==> src/rtl/string_receiver_if.sv <==
`timescale 1ns / 1ps
// string_receiver_if: single-wire LED stream input and decoded pixel/frame outputs
//   sdi          serial line from the LED string DOUT (async to clk)
//   pixel_data   last decoded 24-bit pixel, first-received bit in [23]
//   pixel_valid  one-cycle pulse, pixel_data valid
//   frame_end    one-cycle pulse when a reset (blank) low is detected
//   frame_pixels pixel count of the frame just ended
//   err_glitch   one-cycle pulse on a too-short high pulse
//   err_partial  one-cycle pulse with frame_end when bits were pending
// master drives sdi and observes results; slave is the receiver.
interface string_receiver_if;
    logic        sdi;
    logic [23:0] pixel_data;
    logic        pixel_valid;
    logic        frame_end;
    logic [15:0] frame_pixels;
    logic        err_glitch;
    logic        err_partial;
    modport master (
        output sdi,
        input  pixel_data, pixel_valid, frame_end, frame_pixels, err_glitch, err_partial
    );
    modport slave (
        input  sdi,
        output pixel_data, pixel_valid, frame_end, frame_pixels, err_glitch, err_partial
    );
endinterface

==> src/rtl/string_receiver.sv <==
`timescale 1ns / 1ps
// string_receiver: decodes a WS2812B-style single-wire stream into 24-bit pixels
//   clk  system clock
//   rst  synchronous active-high reset
//   bus  string_receiver_if.slave: sdi in; pixel_data, pixel_valid, frame_end,
//        frame_pixels, err_glitch, err_partial out
// High-pulse widths classify bits; a long low marks the frame boundary. After
// reset nothing is decoded until one full reset-length low has been seen.
module string_receiver #(
    parameter int CLK_PERIOD_NS = 100,
    parameter int MIN_HIGH_NS   = 150,
    parameter int THRESH_NS     = 600,
    parameter int MAX_HIGH_NS   = 2000,
    parameter int RESET_NS      = 40000
) (
    input  logic             clk,
    input  logic             rst,
    string_receiver_if.slave bus
);
    localparam logic [15:0] MIN_C    = 16'((MIN_HIGH_NS + CLK_PERIOD_NS - 1) / CLK_PERIOD_NS);
    localparam logic [15:0] THRESH_C = 16'((THRESH_NS + CLK_PERIOD_NS - 1) / CLK_PERIOD_NS);
    localparam logic [15:0] MAX_C    = 16'((MAX_HIGH_NS + CLK_PERIOD_NS - 1) / CLK_PERIOD_NS);
    localparam logic [15:0] RESET_C  = 16'((RESET_NS + CLK_PERIOD_NS - 1) / CLK_PERIOD_NS);
    typedef enum logic [1:0] {SYNC, LOW, HIGH} state_t;
    state_t      state;
    logic        s1, sdi_s, sdi_q;
    logic        chg, rise, fall, reset_hit;
    logic [15:0] width, pix_cnt, frame_pixels;
    logic [4:0]  bit_cnt;
    logic [23:0] shreg, pixel_data, next_pix;
    logic        pixel_valid, frame_end, err_glitch, err_partial;
    assign chg  = sdi_s ^ sdi_q;
    assign rise = chg & sdi_s;
    assign fall = chg & ~sdi_s;
    // width holds the cycles already spent at this level, so the low has lasted
    // RESET_C cycles in the cycle where width is one short of it
    assign reset_hit = ~sdi_s & ~chg & (width == RESET_C - 16'd1);
    // on a falling edge width is the full high-pulse length
    assign next_pix  = {shreg[22:0], width >= THRESH_C};
    assign bus.pixel_data   = pixel_data;
    assign bus.pixel_valid  = pixel_valid;
    assign bus.frame_end    = frame_end;
    assign bus.frame_pixels = frame_pixels;
    assign bus.err_glitch   = err_glitch;
    assign bus.err_partial  = err_partial;
    always_ff @(posedge clk) begin
        if (rst) begin
            state        <= SYNC;
            s1           <= 1'b0;
            sdi_s        <= 1'b0;
            sdi_q        <= 1'b0;
            width        <= '0;
            pix_cnt      <= '0;
            bit_cnt      <= '0;
            shreg        <= '0;
            pixel_data   <= '0;
            frame_pixels <= '0;
            pixel_valid  <= 1'b0;
            frame_end    <= 1'b0;
            err_glitch   <= 1'b0;
            err_partial  <= 1'b0;
        end else begin
            s1          <= bus.sdi;
            sdi_s       <= s1;
            sdi_q       <= sdi_s;
            width       <= chg ? 16'd1 : (width == 16'hFFFF ? width : width + 16'd1);
            pixel_valid <= 1'b0;
            frame_end   <= 1'b0;
            err_glitch  <= 1'b0;
            err_partial <= 1'b0;
            case (state)
                SYNC: if (reset_hit) state <= LOW;
                LOW: begin
                    if (rise) begin
                        state <= HIGH;
                    end else if (reset_hit) begin
                        frame_end    <= 1'b1;
                        err_partial  <= bit_cnt != 5'd0;
                        frame_pixels <= pix_cnt;
                        pix_cnt      <= '0;
                        bit_cnt      <= '0;
                    end
                end
                HIGH: begin
                    if (fall) begin
                        state <= LOW;
                        if (width < MIN_C) begin
                            err_glitch <= 1'b1;
                        end else if (width <= MAX_C) begin
                            shreg <= next_pix;
                            if (bit_cnt == 5'd23) begin
                                pixel_data  <= next_pix;
                                pixel_valid <= 1'b1;
                                bit_cnt     <= '0;
                                pix_cnt     <= pix_cnt == 16'hFFFF ? pix_cnt : pix_cnt + 16'd1;
                            end else begin
                                bit_cnt <= bit_cnt + 5'd1;
                            end
                        end
                    end
                end
                default: state <= SYNC;
            endcase
        end
    end
endmodule

==> src/flat_wrapper.sv <==
// flat-port wrapper written by rule: the top's interface ports become plain ports
module string_receiver_flat 
#(
    parameter int CLK_PERIOD_NS = 100,
    parameter int MIN_HIGH_NS   = 150,
    parameter int THRESH_NS     = 600,
    parameter int MAX_HIGH_NS   = 2000,
    parameter int RESET_NS      = 40000
)
  (clk, rst, bus_sdi, bus_pixel_data, bus_pixel_valid, bus_frame_end, bus_frame_pixels, bus_err_glitch, bus_err_partial);
  string_receiver_if bus_i ();
  input  logic clk;
  input  logic rst;
  input wire logic [$bits(bus_i.sdi)-1:0] bus_sdi;
  output wire logic [$bits(bus_i.pixel_data)-1:0] bus_pixel_data;
  output wire logic [$bits(bus_i.pixel_valid)-1:0] bus_pixel_valid;
  output wire logic [$bits(bus_i.frame_end)-1:0] bus_frame_end;
  output wire logic [$bits(bus_i.frame_pixels)-1:0] bus_frame_pixels;
  output wire logic [$bits(bus_i.err_glitch)-1:0] bus_err_glitch;
  output wire logic [$bits(bus_i.err_partial)-1:0] bus_err_partial;
  assign bus_i.sdi = bus_sdi;
  assign bus_pixel_data = bus_i.pixel_data;
  assign bus_pixel_valid = bus_i.pixel_valid;
  assign bus_frame_end = bus_i.frame_end;
  assign bus_frame_pixels = bus_i.frame_pixels;
  assign bus_err_glitch = bus_i.err_glitch;
  assign bus_err_partial = bus_i.err_partial;
  string_receiver #(.CLK_PERIOD_NS(CLK_PERIOD_NS), .MIN_HIGH_NS(MIN_HIGH_NS), .THRESH_NS(THRESH_NS), .MAX_HIGH_NS(MAX_HIGH_NS), .RESET_NS(RESET_NS)) u_core (.clk(clk), .rst(rst), .bus(bus_i));
endmodule
==> config.mk <==
export PLATFORM = sky130hd
export DESIGN_NAME = string_receiver_flat
export DESIGN_NICKNAME = d
export VERILOG_FILES = /design/src/rtl/string_receiver_if.sv /design/src/rtl/string_receiver.sv /design/src/flat_wrapper.sv
export SDC_FILE = /design/constraint.sdc
export NUM_CORES = 1
export LEC_CHECK = 0
export CAP_MARGIN = 15
export CORE_AREA = 8 8 154 120
export CTS_CLUSTER_SIZE = 28
export DETAILED_ROUTE_END_ITERATION = 12
export DIE_AREA = 0 0 162 128
export GPL_TIMING_DRIVEN = 0
export SETUP_SLACK_MARGIN = 0.4
export SLEW_MARGIN = 0
export SYNTH_ARGS = -nofsm -noshare
export SYNTH_HDL_FRONTEND = slang
export SYNTH_SLANG_ARGS = --single-unit
==> constraint.sdc <==
create_clock -name clk -period 3.9 [get_ports clk]
set_clock_uncertainty 0.2 [all_clocks]
set_input_delay 0.78 -clock clk [delete_from_list [all_inputs] [get_ports clk]]
set_output_delay 0.78 -clock clk [all_outputs]
set_load 0.02 [all_outputs]
## Word-level counts from Yosys, hierarchy flattened

Index checks and enable logic that the tools add are counted.

- Reductions and logical operators: 14
- Bitwise gates (word level): 14
- Add/sub/neg operators: 3
- Mux-type cells: 24
- Equality and inequality tests: 16
- Order comparisons: 3

Operators with widths:

| cell | count |
|---|---|
| $mux W16 | 7 |
| $add A16 B1 Y16 const B | 2 |
| $eq A16 B16 Y1 const B | 2 |
| $pmux W16 S2 | 1 |
| $mux W5 | 6 |
| $eq A16 B9 Y1 const B | 1 |
| $ge A16 B3 Y1 const B | 1 |
| $le A16 B5 Y1 const B | 1 |
| $lt A16 B2 Y1 const B | 1 |
| $ne A2 B1 Y1 const B | 7 |
| $pmux W5 S2 | 1 |
| $not A1 Y1 | 9 |
| $reduce_and A8 Y1 | 1 |
| $mux W2 | 3 |
| $ne A2 B2 Y1 const B | 3 |
| $pmux W2 S3 | 1 |
| $reduce_and A3 Y1 | 2 |
| $reduce_and A6 Y1 | 1 |
| $reduce_or A3 Y1 | 2 |
| $add A5 B1 Y5 const B | 1 |
| $eq A5 B5 Y1 const B | 1 |
| $mux W1 | 5 |
| $reduce_and A5 Y1 | 1 |
| $reduce_bool A5 Y1 | 1 |
| 10 further kinds | 13 |

- Logic and storage cells: 89
- Input port bits: 3
- Register bits after elaboration: 109
- Output and inout bits: 44

## Longest topological paths before layout

- Depth in word-level cells: 7
- Depth in mapped cells: 11

## Worst setup path before layout

OpenSTA, ideal clock, no wires.

- Path kind: register to register
- From: register u_core.width[12]
- To: register u_core.pix_cnt[14]
- Setup time: 0.074 ns
- Cell stages (with the launch flop): 8
- Arrival time: 2.477 ns
- Clock period less this slack: 2.751 ns
- Data required time: 3.626 ns
- Path slack: 1.149 ns
- Cell sequence: dfxtp_1 > or4_1 > or4_1 > clkbuf_2 > or2_1 > buf_6 > or4_1 > a31oi_1

- Cells in the longest elaborated chain, start to end: 4

Ends and longest elaborated chain:

| what | RTL line | source |
|---|---|---|
| start: declaration | string_receiver.sv:28 | `logic [15:0] width, pix_cnt, frame_pixels;` |
| start signal: assignment | string_receiver.sv:66 | `width <= chg ? 16'd1 : (width == 16'hFFFF ? width : width + 16'd1);` |
| branches (longest 3 deep; another with $lt A16 B2 Y1) | n/a |  |
| $reduce_and A8 Y1 (no line) * | n/a |  |
| end signal: assignment | string_receiver.sv:95 | `pix_cnt <= pix_cnt == 16'hFFFF ? pix_cnt : pix_cnt + 16'd1;` |
| end: declaration | string_receiver.sv:28 |  |

Every way passes the cells marked *.
A chain may end at the register's enable or synchronous reset.

## Worst setup path in the final report

- From: register u_core.width[12]
- To: register u_core.pix_cnt[6]

The elaborated chain is that of the path after synthesis.

==> summary.md <==
Share of synthesized cell area in and, or, nand and nor gates: 25.0%. The run finished with clean final reports. Total CTS buffers: 9. For the pin with the worst max-slew slack, the measured transition is 0.771 ns. The post-synthesis net count is 605. By area the synthesized netlist is led by sky130_fd_sc_hd__dfxtp_1 (46%), sky130_fd_sc_hd__nand2_1 (10%), sky130_fd_sc_hd__a21oi_1 (8.4%).

The total power density per cell area is 367 nW/um^2. The buffer depth of the longest clock path is 2. The worst setup path is captured at a register. The detail route stage leaves a number of antenna-violating nets equal to 0.

The tightest hold margin is 0.250 ns. The net count reported at finish came out at 662. The total congestion overflow after global routing came out at 0. The run gives 0 as the post-CTS setup-driven buffer insertion count.

The xor-xnor portion of the synthesized cell area works out to 1.11%. The critical path depth in cells is 7, and the signed area change from the synthesized netlist to the final layout is 22.1%. Measured against its own limit, the worst slew margin works out to 48.2%.

Counting every instance in the synthesized netlist gives 594. The tools report the number of global-route vias before repair as 4112. Clock period minus worst slack: 3.27 ns. The category of cells accounting for the largest share of critical-path delay was simple AND/OR/NAND/NOR gates. Once the floorplan was initialized, standard cells occupied 29.1% of the core. After layout, the worst path uses 83.9% of the clock period. Counting both buffers and inverters, the worst setup path holds a total of 2. The non-filler instance count after layout was 871. The path class of the lowest-slack min-delay path is register to register. At the end of routability-driven placement, the weighted congestion stood at 0.874. After synthesis the cells add up to 4720 sq um. Row generation in the floorplan step produced 41 rows. Port buffering added 46 buffers. The tool flagged a number of max-cap violations equal to 0. The number of clock sinks seen by CTS came out at 109. For this run, asynchronously set or reset flops after synthesis account for 0%. STA puts the critical path data required time at 3.96 ns. In this run, post-CTS hold repair placed 0 buffers.

In the final layout, the multi-input gates occupy 2300 sq um. The floorplan step set the die width to 162 um. The maximum fanout encountered on the critical timing path was 10; the flip-flop and latch count after synthesis was 109. After clock tree synthesis, the repair step resized 0 gates.

The final number of setup-violating endpoints is 0. The first global-routing pass estimated 21.3 mm of wire. The initial antenna violation count was 0; the count of routing violations after the opening detailed-route iteration was 323. The die height was 128 um. For the total die area, the log shows 20700 sq um. The clock latency of the later-clocked register in the worst-skew pair was 0.35 ns; the setup slack at placement was 0.731 ns.

The clock-pin slew of the registers on the worst-case setup and hold paths was 0.08 ns; the worst setup margin was 0.629 ns. The total via count after detailed routing was 4432; the maximum number of pins on one net before global-route repair was 20. The fraction of the mapped netlist area in compound gates is 20.4%, and the antenna diode count is 0. Using the TritonRoute via totals, the vias-per-cell ratio works out to 5.09. The slowest stage of the critical path belongs to the cell sky130_fd_sc_hd__or4_1. In this run the cell area measured after placement is 5450 sq um.

TritonCTS built the clock tree. The library cells used most frequently in the layout, excluding fill and tap cells, are sky130_fd_sc_hd__nand2_1 (129), sky130_fd_sc_hd__dfxtp_1 (109), sky130_fd_sc_hd__a21oi_1 (79). The run gives 35.5% as the share of the core filled with cells. The H-tree was split into 3 levels.

The post-synthesis adder-cell area fraction works out to 2.12%. The critical path is of the register to register type. The tools report the first-pass detailed-route iteration total as 5. By instance count, the cell type seen most on the critical path is sky130_fd_sc_hd__or4_1.

The total power after layout was 2.11 mW; the leakage component of the power was 1.76 nW. Summing the sequential cell areas from Yosys gives 46.3% of the chip area. The Yosys step of the flow raised 0 warnings. For the detailed placement HPWL, the log shows 9.15 mm. The top flip-flop cell by instance count after synthesis was sky130_fd_sc_hd__dfxtp_1.

In this run, synthesis inferred 0 flip-flops with an integrated enable. The logs give 1741 for the fill cell total of the finished layout and 12.8 mm for the total wire length. Cell taking the most area after synthesis: sky130_fd_sc_hd__dfxtp_1. Walking the worst path, the cells encountered are or4_1 > or4_1 > clkbuf_2 > nor2_1 > clkbuf_1 > nand3_1 > o31ai_1.

The tools report the critical path startpoint category as a register. For the distinct cell type count of the synthesized netlist, the log shows 49. By area, the combinational part of the netlist is dominated by simple AND/OR/NAND/NOR gates. The finished cells cover 5760 sq um. The synthesized area per cell was 7.94 sq um.

CTS placed an instance of sky130_fd_sc_hd__clkbuf_16 at the clock tree root. Data on the critical path arrives at its endpoint at 3.33 ns. Number of cells after detailed placement: 855. For the number of top-level pins, the log shows 47.

Leaving out fill and tap cells, the most frequent cell in the layout is sky130_fd_sc_hd__nand2_1. The synthesized design devotes to its leading area cell type 46.3% of total area. Setup repair after global routing left no endpoint under its margin.

The share of cell area taken by muxes after synthesis was 0.212%. The number of slew-limit violations in the final report was 0. The hold violation count in the final report was 0; the worst hold path depth was 1. The total core area is 16200 sq um, and the global-route usage over all layers is 12.6%.

For the highest clock rate, the log shows 0.306 GHz. The worst-case IR drop observed on VDD is 0.242 mV. In the final routed layout, each cell accounts on average for 14.6 um. The area taken by flip-flops and latches was 2180 sq um. Counting cells, the worst reg-to-reg path comes to 7. Summed over all failing endpoints, the final setup total negative slack is 0 ns.

The ratio of cells with drive above 1 in the final layout was 4.42%; the biggest cell delay along the critical path was 0.60 ns. The DRC violations left is 0.
[registers in the layout (all words and copies together) (netlist names)]
signal	count
u_core.bus.pixel_data	24
u_core.shreg	23
u_core.bus.frame_pixels	16
u_core.pix_cnt	16
u_core.width	16
u_core.bit_cnt	5
u_core.state	2
u_core.bus.err_glitch	1
u_core.bus.err_partial	1
u_core.bus.frame_end	1
u_core.bus.pixel_valid	1
u_core.s1	1
u_core.sdi_q	1
u_core.sdi_s	1
[worst register-to-register path: cells and delay by family (launching register included)]
family          cells  cell delay, ns
simple gates        4            1.82
buf+inv             2            0.69
compound gates      1            0.11
flops               1            0.35
[kinds of logic after synthesis]
kind of cell               Yosys count
AOI/OAI and AO/OA                  162
xor gates and xnor gates             6
DFF                                109
adders and majority gates            8
buffers and inverters               58
muxes                                1
and+or+nand+nor                    250
[power by group]
group | total, mW | leakage (nW) | internal [mW] | switching, mW
clock | 0.945 | 0.146 | 0.508 | 0.437
sequential | 1.12 | 0.879 | 1.12 | 0.00378
combinational | 0.0478 | 0.736 | 0.0127 | 0.0351
[final cells by class]
class | instances | share of cell area (%)
buffer | 42 | 2.96
clock buffer | 9 | 3.91
clock inverter | 7 | 1.50
inverter | 16 | 1.04
multi-input combinational | 427 | 40.0
sequential | 109 | 37.9
tap | 215 | 4.67
timing repair buffer | 46 | 8.00
[metal layers]
| layer | GRT usage [%] | wire [um] | vias to the layer above |
|---|---|---|---|
| met3 | 3.08 | 794 | 13 |
| met1 | 18.2 | 6440 | 2056 |
| met4 | 3.26 | 141 | 0 |
| li1 | - | - | 2224 |
| met2 | 18.0 | 5380 | 139 |
| met5 | 0 | 0 | - |
[synth_stat cells, types with 6 or more instances]
| cell type | number |
|---|---|
| sky130_fd_sc_hd__nand2_1 | 129 |
| sky130_fd_sc_hd__dfxtp_1 | 109 |
| sky130_fd_sc_hd__a21oi_1 | 79 |
| sky130_fd_sc_hd__clkbuf_1 | 37 |
| sky130_fd_sc_hd__o21ai_0 | 34 |
| sky130_fd_sc_hd__nor2_1 | 25 |
| sky130_fd_sc_hd__nand3_1 | 17 |
| sky130_fd_sc_hd__inv_1 | 16 |
| sky130_fd_sc_hd__nor3_1 | 15 |
| sky130_fd_sc_hd__or4_1 | 11 |
| sky130_fd_sc_hd__a211oi_1 | 10 |
| sky130_fd_sc_hd__a31oi_1 | 10 |
| sky130_fd_sc_hd__nand4_1 | 9 |
| sky130_fd_sc_hd__a311oi_1 | 8 |
| sky130_fd_sc_hd__ha_1 | 8 |
| sky130_fd_sc_hd__nor4_1 | 8 |
| sky130_fd_sc_hd__and3_1 | 7 |
| sky130_fd_sc_hd__or3_1 | 6 |
| sky130_fd_sc_hd__xnor2_1 | 6 |
[final timing paths]
| path | slack (ns) | end | startpoint |
|---|---|---|---|
| worst max register to register | 0.63 | u_core.pix_cnt[6] | u_core.width[12] |
| worst min register to register | 0.25 | u_core.sdi_s | u_core.s1 |
| worst min-delay path | 0.25 | u_core.sdi_s | u_core.s1 |
| worst max-delay path | 0.63 | u_core.pix_cnt[6] | u_core.width[12] |
No activity file was read; power rests on OpenSTA's default activity.
==> patch: new RTL, same settings <==
Encoding of `state_t`: now one-hot (3 bits for 3 states).
--- a/src/rtl/string_receiver.sv
+++ b/src/rtl/string_receiver.sv
@@ -23,3 +23,3 @@
     localparam logic [15:0] RESET_C  = 16'((RESET_NS + CLK_PERIOD_NS - 1) / CLK_PERIOD_NS);
-    typedef enum logic [1:0] {SYNC, LOW, HIGH} state_t;
+    typedef enum logic [2:0] {SYNC = 3'b001, LOW = 3'b010, HIGH = 3'b100} state_t;
     state_t      state;
Check against the original RTL: no difference found for any inputs over 4 cycles, from zero or initial values and one cycle with rst high; so few cycles prove little.
==> patch against the original RTL <==
Clock power fell by 5.0%. Maximum frequency rose by 2.7%. Sequential cell count rose by 1. Setup slack better by 0.086 ns. Non-clock buffer count is 8 lower. Power shrank 1.9%. Area after synthesis is 2.5% lower. Sequential share of layout area rose by 1.3 points. Global-route usage fell by 1.1 points. Wire length down 7.9%. Final area is 2.4% lower. Via count decreased by 9.1%. Highest routed layer unchanged.
==> patch: results (changes against the original RTL) <==
status=completed (unchanged); Data arrival, critical path=3.25 ns (was 3.33 ns); VDD IR-drop max=223.9 µV (was 242.2 µV); Syn Inst Count=580 (was 594); DR pass1 iterations=4 (was 5); top post-synthesis cells by count=nand2_1, dfxtp_1, a21oi_1, nor2_1, clkbuf_1 (was nand2_1, dfxtp_1, a21oi_1, clkbuf_1, o21ai_0); largest net degree at the start of global routing=17 (was 20); vias in the first global route=3,714 (was 4,112); slowest cell delay on critical path=0.62 ns (was 0.60 ns); XOR/XNOR Fraction of Synth Area=1.714% (was 1.114%); Post-Place Cells=841 (was 855); fillers=1,770 (was 1,741); Slowest-stage cell, CP=nor2_1 (was or4_1); Vias/cell=4.708 (was 5.088); buffer share of cell area=10.67% (was 10.95%); WL per Instance=13.72 µm (was 14.64 µm); area of placed instances=0.005329 mm² (was 0.005445 mm²); hpwl dp=8425 µm (was 9146 µm); Total GRT Usage=11.43% (was 12.55%); worst r2r dst=u_core.bus.pixel_data[1]$_SDFFE_PP0P_ (was u_core.pix_cnt[6]$_SDFFE_PP0P_); internal power=0.001629 W (was 0.001636 W); via count=4,030 (was 4,432); FF-to-FF path depth=8 (was 7); invs w/o clock=11 (was 16); multi-input combinational area share=39.66% (was 40.01%); register area share after synthesis=47.88% (was 46.27%); Comb power frac=2.1% (was 2.3%); count of non-CTS buffers in the layout=80 (was 88); Critical Path Source=u_core.state[0]$_SDFFE_PP1P_ (was u_core.width[12]$_SDFFE_PP0P_); Slew @ Worst Pin=1.091 ns (was 0.7706 ns); largest cells by area after synthesis=dfxtp_1, nand2_1, a21oi_1 (unchanged); first-pass GRT wire length=19,340 µm (was 21,310 µm); CLK BUF=10 (was 9); library cells used by synthesis=47 (was 49); Nets=649 (was 662); share of cells above drive strength 1=4.212% (was 4.421%); WHS=0.2393 ns (was 0.2501 ns); Reg area=0.002202 mm² (was 0.002182 mm²); crit path capture=u_core.bus.pixel_data[1]$_SDFFE_PP0P_ (was u_core.pix_cnt[6]$_SDFFE_PP0P_); Seq cells=110 (was 109); GPL Wtd Cong=0.7918 (was 0.8742); clock network share of area=4.965% (was 5.412%); post-synthesis compound-gate area fraction=14.88% (was 20.38%)
-- patch: changes by cell type in the layout (fill, tap and decap cells not counted), sizes merged, moves of 5 or more --
cell	change
nor2	+19
o21ai	-15
or3	-6
nor2b	+10
xor2	+7
or4	-8
a211oi	-8
nand2	+20
o31ai	+5
inv	-6
a311oi	-7
clkbuf	-9
a31oi	-6
-- patch: per-stage QoR --
stage / power [W] / util [%] / setup slack [ns]
2_1_floorplan: 0.001184 / - / 1.288
3_3_place_gp: 0.001200 / 32.87 / 0.6136
3_5_place_dp: 0.001200 / 32.87 / 0.5360
4_1_cts: 0.002093 / 34.59 / 0.5181
5_1_grt: 0.002147 / 34.66 / 0.4290
6_report: 0.002071 / 34.66 / 0.7150
-- patch: layer usage --
layer	vias to the layer above	track usage [%]	wire length (µm)
met5	-	0	0
met4	0	2.988	79
met3	5	3.594	664
met2	73	16.60	4882
met1	1859	15.95	6118
li1	2093	-	-
